`src/rtl/m_register_file.sv`:
```
// Parametrised register file: combinational read ports, one synchronous write port,
// per-register busy scoreboard with population counter. Optional macro: REGFILE_BYPASS_EN.
module m_register_file #(
   parameter int WIDTH    = 32,
   parameter int ADDR_W   = 5,
   parameter int RD_PORTS = 2
) (
   input  logic                       clk,
   input  logic                       rst,
   input  logic [RD_PORTS*ADDR_W-1:0] rd_addr,
   output logic [RD_PORTS*WIDTH-1:0]  rd_data,
   output logic [RD_PORTS-1:0]        rd_busy,
   input  logic                       we,
   input  logic [ADDR_W-1:0]          wr_addr,
   input  logic [WIDTH-1:0]           wr_data,
   input  logic                       issue_en,
   input  logic [ADDR_W-1:0]          issue_addr,
   output logic [ADDR_W:0]            busy_cnt
);

   localparam int unsigned DEPTH = 2 ** ADDR_W;

   logic [WIDTH-1:0]  mem [DEPTH];
   logic [DEPTH-1:0]  busy;
   logic [ADDR_W:0]   cnt;

   logic              wr_hit;
   logic              iss_hit;
   logic              set_new;
   logic              clr_old;

   assign wr_hit  = we && (wr_addr != '0);
   assign iss_hit = issue_en && (issue_addr != '0);

   // Counter deltas: a new producer on the written register keeps it busy, so no clear.
   assign set_new = iss_hit && !busy[issue_addr];
   assign clr_old = wr_hit && busy[wr_addr] && !(iss_hit && (issue_addr == wr_addr));

   always_ff @(posedge clk) begin
      if (rst) begin
         mem  <= '{default: '0};
         busy <= '0;
         cnt  <= '0;
      end else begin
         if (wr_hit) begin
            mem[wr_addr]  <= wr_data;
            busy[wr_addr] <= 1'b0;
         end
         if (iss_hit)
            busy[issue_addr] <= 1'b1;
         if (set_new && !clr_old)
            cnt <= cnt + 1'b1;
         else if (clr_old && !set_new)
            cnt <= cnt - 1'b1;
      end
   end

   assign busy_cnt = cnt;

   logic [ADDR_W-1:0] ra;

   always_comb begin
      rd_data = '0;
      rd_busy = '0;
      ra      = '0;
      for (int unsigned p = 0; p < RD_PORTS; p++) begin
         ra = rd_addr[p*ADDR_W +: ADDR_W];
         if (ra != '0) begin
            rd_data[p*WIDTH +: WIDTH] = mem[ra];
            rd_busy[p]                = busy[ra];
         end
`ifdef REGFILE_BYPASS_EN
         if (wr_hit && (ra == wr_addr)) begin
            rd_data[p*WIDTH +: WIDTH] = wr_data;
            rd_busy[p]                = 1'b0;
         end
`endif
      end
   end

endmodule

```
`config.mk`:
```
export PLATFORM = sky130hd
export DESIGN_NAME = m_register_file
export DESIGN_NICKNAME = d
export VERILOG_FILES = /design/src/rtl/m_register_file.sv
export SDC_FILE = /design/constraint.sdc
export NUM_CORES = 2
export LEC_CHECK = 0
export CAP_MARGIN = 20
export CELL_PAD_IN_SITES_DETAIL_PLACEMENT = 0
export CELL_PAD_IN_SITES_GLOBAL_PLACEMENT = 1
export CORE_MARGIN = 2
export CORE_UTILIZATION = 35
export DETAILED_ROUTE_END_ITERATION = 8
export PLACE_DENSITY = 0.59
export SETUP_SLACK_MARGIN = 0.15
export SLEW_MARGIN = 10
export SYNTH_ARGS = -nofsm -noshare
export SYNTH_HDL_FRONTEND = slang
export SYNTH_SLANG_ARGS = --single-unit
```
`constraint.sdc`:
```
create_clock -name clk -period 5.3 [get_ports clk]
set_input_delay 1.06 -clock clk [delete_from_list [all_inputs] [get_ports clk]]
set_output_delay 1.06 -clock clk [all_outputs]
set_load 0.01 [all_outputs]
```
Word-level counts from Yosys, hierarchy flattened:

Index checks and enable logic that the tools add are counted.

* register bits after elaboration: 1062
* bits in latches: 0
* bits in writable memories: 0
* memory bits (read-only): 0
* bits of input ports: 56
* output and inout bits: 72
* logic and storage cells: 103
* memories: 0

* $add $sub $neg: 2
* multiply operators: 0
* divide/modulo/power cells: 0
* order comparisons: 10
* equality and inequality tests: 1
* shifts and indexed selects: 0
* mux-type cells: 30
* bitwise logic cells: 6
* reductions and logical operators: 20

Operators with widths (count)
* bitwise mux 1024 bit: 1
* binary-select mux 32 bit (select 5 bit): 2
* two-way mux 32 bit: 10
* demux 32 bit (select 5 bit): 1
* bitwise AND 32 bit: 1
* NOT 32 bit: 1
* bitwise OR 32 bit: 1
* < comparator 5 x 6 -> 1 bit (second input constant): 4
* binary-select mux 1 bit (select 5 bit): 4
* nonzero test 5 bit: 4
* >= comparator 6 bit (second input constant): 3
* NOT 5 -> 6 bit: 3
* two-way mux 6 bit: 2
* logical AND 1 bit: 11
* demux 1 bit (select 5 bit): 2
* >= comparator 5 x 1 -> 1 bit (second input constant): 2
* two-way mux 1 bit: 8
* adder 6 x 1 -> 6 bit (second input constant): 1
* < comparator 6 x 1 -> 1 bit (second input constant): 1
* subtractor 6 x 1 -> 6 bit (second input constant): 1
* equality test 5 bit: 1
* zero test 1 bit: 4
* nonzero test 2 bit: 1

Depth between registers and ports, before layout:

* word-level depth: 10
* mapped depth: 14
* depth with buffers taken out: 13

Worst setup path after synthesis:

OpenSTA, ideal clock, no wires.

* kind: input port to flip-flop
* start point: input port issue_addr[0]
* end point: register cnt[5] (netlist: busy_cnt[5])
* library setup time: 0.128 ns
* arrival: 3.904 ns
* required time: 5.172 ns
* path slack: 1.268 ns
* stages: 12
* path buffers: 1
* cell sequence: buf_2 > mux4_2 > a311o_1 > a21oi_1 > ha_1 > inv_1 > ha_1 > or4_1 > a311o_1 > o311ai_0 > xnor2_1 > nor2_1

* cells in the longest elaborated chain, start to end: 8
* elaborated cells between the ends (all ways): 16
* classes of those cells: eq/ne: 1; mux: 3; reduce/logical: 12

RTL lines
* from (decl): line 17 `input logic [ADDR_W-1:0] issue_addr,`
* branches (longest 8 deep; another with binary-select mux 1 bit (select 5 bit))
* to (signal assigned): line 52 `cnt <= cnt + 1'b1;`
* to (signal assigned): line 54 `cnt <= cnt - 1'b1;`
* to (decl): line 25 `logic [ADDR_W:0] cnt;`

Several ways; the timed one is not identified. The select of a mux whose other input is x is not followed.
A chain may end at the register's enable or synchronous reset.

Final worst setup path:

* start point: input port rd_addr[5]
* end point: output port rd_data[45]

* cells in the longest elaborated chain, start to end: 5
* elaborated cells between the ends (all ways): 6
* classes of those cells: mux: 4; bitwise: 1; reduce/logical: 1

RTL lines
* from (decl): line 10 `input logic [RD_PORTS*ADDR_W-1:0] rd_addr,`
* NOT 5 -> 6 bit (not written as such): line 69 `rd_data[p*WIDTH +: WIDTH] = mem[ra];`
* binary-select mux 32 bit (select 5 bit): line 69
* two-way mux 32 bit (not written as such) (2 in a row): line 69
* two-way mux 32 bit (*): line 68 `if (ra != '0) begin`
* to (decl): line 11 `output logic [RD_PORTS*WIDTH-1:0] rd_data,`

Every way passes the cells marked *; elsewhere a longest branch is shown, timed or not. The select of a mux whose other input is x is not followed.

==> flow_summary.yaml <==
layout:
  fillers: 14860
  area_delta_synth_final_pct: 15.53
  utilization_pct: 40.77
  layout_commonest_cell: "nand2_1"
  final_cell_mix: "nand2_1 (2004), dfxtp_1 (1062), a21oi_1 (998)"
  drive_above_1_share_pct: 19.80
  fin_nets: 5766
  multi_input_area_um2: 29890
  seqCellArea_um2: 21260
drt:
  wl_per_cell_um: 29.53
  drtAntennaViolNets: 0
  drt-total-wl_um: 231400
  vias: 45960
  drc: 0
  drt_first_iter_violations: 5091
  drt_pass1_iterations: 6
  vias_per_cell: 5.865
yosys:
  ys_seq_area_share_pct: 39.61
  syn_nets: 5856
  yosys.area.top_type: "dfxtp_1"
  synth_area_leaders: "dfxtp_1 (40%), mux4_2 (26%), nand2_1 (14%)"
  synth_top_area_share_pct: 39.61
  synth_warnings: 0
  synth_ff_type: "dfxtp_1"
  synth_edf_count: 0
  async_flop_share_pct: 0
  syn_area_per_cell_um2: 9.264
  syn_inst: 5794
  netlist_area_um2: 53680
  ys_types: 43
  ys_seq_elements: 1062
worst_setup_path:
  critPathLaunchType: "input port"
  cp_slowest_cell: "clkdlybuf4s50_1"
  cp_common_cell: "mux4_2"
  cp_cell_sequence: "buf_8 -> buf_4 -> mux4_2 -> mux4_2 -> clkinv_1 -> a221oi_1 -> clkdlybuf4s50_1"
  slowest_delay_ns: 0.75
  worstPathArrival_ns: 3.91
  path_max_fanout: 35
  critPathRequiredTime_ns: 4.24
  cp_num_buf_inv: 4
  critPathKind: "in -> out"
  crit_family: "buffers and inverters"
  endpoint_kind: "output port"
timing:
  timing.setup.tns_ns: 0
  timing.final.crit_share_pct: 93.82
  hold_viol: 0
  tightest_slew_ns: 1.073
  final-setup-viol-count: 0
  fmax_mhz: 201.1
  slew_violations: 0
  holdWs_ns: 0.4635
  relSlewSlack_pct: 28.19
  rsz0062_at_grt: "no"
  min_period_ns: 4.973
  fin_skew_ns: 0.02724
clock_network:
  cts_setup_buffers: 0
  clk_pin_slew_worst_paths_ns: 0.06
  ctsResizeCount: 0
  ctsLongestPathBuffers: 3
  ctsHtreeMaxLevel: 3
  cts_root_buf: "clkbuf_16"
  clock_latency_ns: 0.75
  cts_tree: "done"
  postCtsHoldBufs: 0
  clock_sinks: 1062
  numCtsBuffers: 119
status:
  outcome: "completed"
power_and_ir_drop:
  p_sw_share_pct: 25.51
  p_sw_w: 0.004801
  p_clk_share_pct: 47.8
  power_density_nw_per_um2: 303.5
  cellLeakagePower_nw: 19.76
  p_int_w: 0.01402
  peakVddDrop_uv: 261.5
  power_frac_comb_pct: 9.1
  pwr-share-seq_pct: 43.1
place:
  gp_congestion: 0.9214
  io_buffer_count: 127
  place_hpwl_um: 140100
global_route:
  grt_overflow_total: 0
  grt_pass1_vias: 43400
  antenna_found_initial: 6
  grt_pass1_wl_um: 329000
  grt_max_degree: 122
  grtUsageTotal_pct: 28.89
floorplanning:
  design.die.area_um2: 156500
  die_h_um: 395.6
  start_util_pct: 35.29
  die_w_um: 395.6
  ios: 128
  rows: 143
  coreArea_um2: 152100
worst_hold_path:
  hold_path.class: "reg -> reg"
job:
  cap_violations: 0
[final timing paths]
kind / end / depth (start not counted) / slack (ns) / from
setup / recovery: rd_data[45] / 7 / 0.33 / rd_addr[5]
hold / removal: mem[978] / 2 / 0.46 / mem[978]
setup reg to reg: busy_cnt[5] / 13 / 1.62 / busy[2]
hold reg to reg: mem[978] / 2 / 0.46 / mem[978]
[worst reg2reg max path: cells and delay by family (launching register included)]
| kind | cells | cell delay, ns |
|---|---|---|
| AO/OA/AOI/OAI | 5 | 1.11 |
| XOR/XNOR | 1 | 0.19 |
| adder cells (fa/ha/maj) | 2 | 0.56 |
| buffers and inverters | 1 | 0.14 |
| flip-flops | 1 | 0.37 |
| multiplexers | 2 | 0.64 |
| AND/OR/NAND/NOR | 2 | 0.57 |
[sequential cells by signal (all words and copies together) (netlist names)]
register  cells
mem        1024
busy         32
busy_cnt      6
[cell families (layout without fill, tap and decap cells)]
family	count (synthesis)	after routing	synth area share, %
compound gates	1175	1175	12.10
xor+xnor	9	9	0.1468
fa+ha+maj	6	6	0.1539
buf+inv	664	673	5.350
flops	1062	1062	39.61
mux	678	678	26.86
other cells	0	3	0
simple gates	2200	2200	15.77
[routing by layer]
layer | track usage, % | routed length (um) | vias up
li1 | - | - | 20220
met1 | 40.33 | 98280 | 23210
met2 | 44.18 | 103700 | 2094
met3 | 5.310 | 19690 | 443
met4 | 11.58 | 9710 | 0
met5 | 0 | 0 | -
[power groups by stage]
stage | combinational [W] | sequential, W | clock (W)
after floorplan | 0.000965 | 0.00826 | 0
after global placement | 0.00170 | 0.00829 | 0
after detailed placement | 0.00170 | 0.00829 | 0
after CTS | 0.00170 | 0.00811 | 0.00912
after global routing | 0.00178 | 0.00812 | 0.00945
final | 0.00172 | 0.00811 | 0.00899
[through the flow]
stage / total power, W / cells / setup slack (ns) / cell area (um^2)
2_1_floorplan: 0.009225 / 5794 / 1.268 / 53680
3_3_place_gp: 0.009990 / 7613 / 0.01772 / 57810
3_5_place_dp: 0.009992 / 7613 / 0.1610 / 57810
4_1_cts: 0.01894 / 7833 / 0.3535 / 62000
5_1_grt: 0.01935 / 7834 / 0.2816 / 62000
6_report: 0.01882 / 7836 / 0.3273 / 62010
[synth_stat cells (8+ instances only)]
master,count
a21oi_1,998
a221oi_1,65
a22oi_1,35
buf_1,8
buf_2,117
buf_4,20
buf_6,21
clkbuf_1,426
clkinv_1,66
dfxtp_1,1062
mux2i_1,68
mux4_2,610
nand2_1,2037
nor2_1,81
nor2b_1,39
o221ai_1,66
[layout make-up]
type,instances,share of cell area (%)
diodes,3,0.01211
clock buffers,185,5.920
clock inverters,35,0.8475
inverters,72,0.4358
multi-input cells,4068,48.20
flip-flops and latches,1062,34.29
well taps,2030,4.096
repair buffers,381,6.207
No activity file was read; power rests on OpenSTA's default activity.
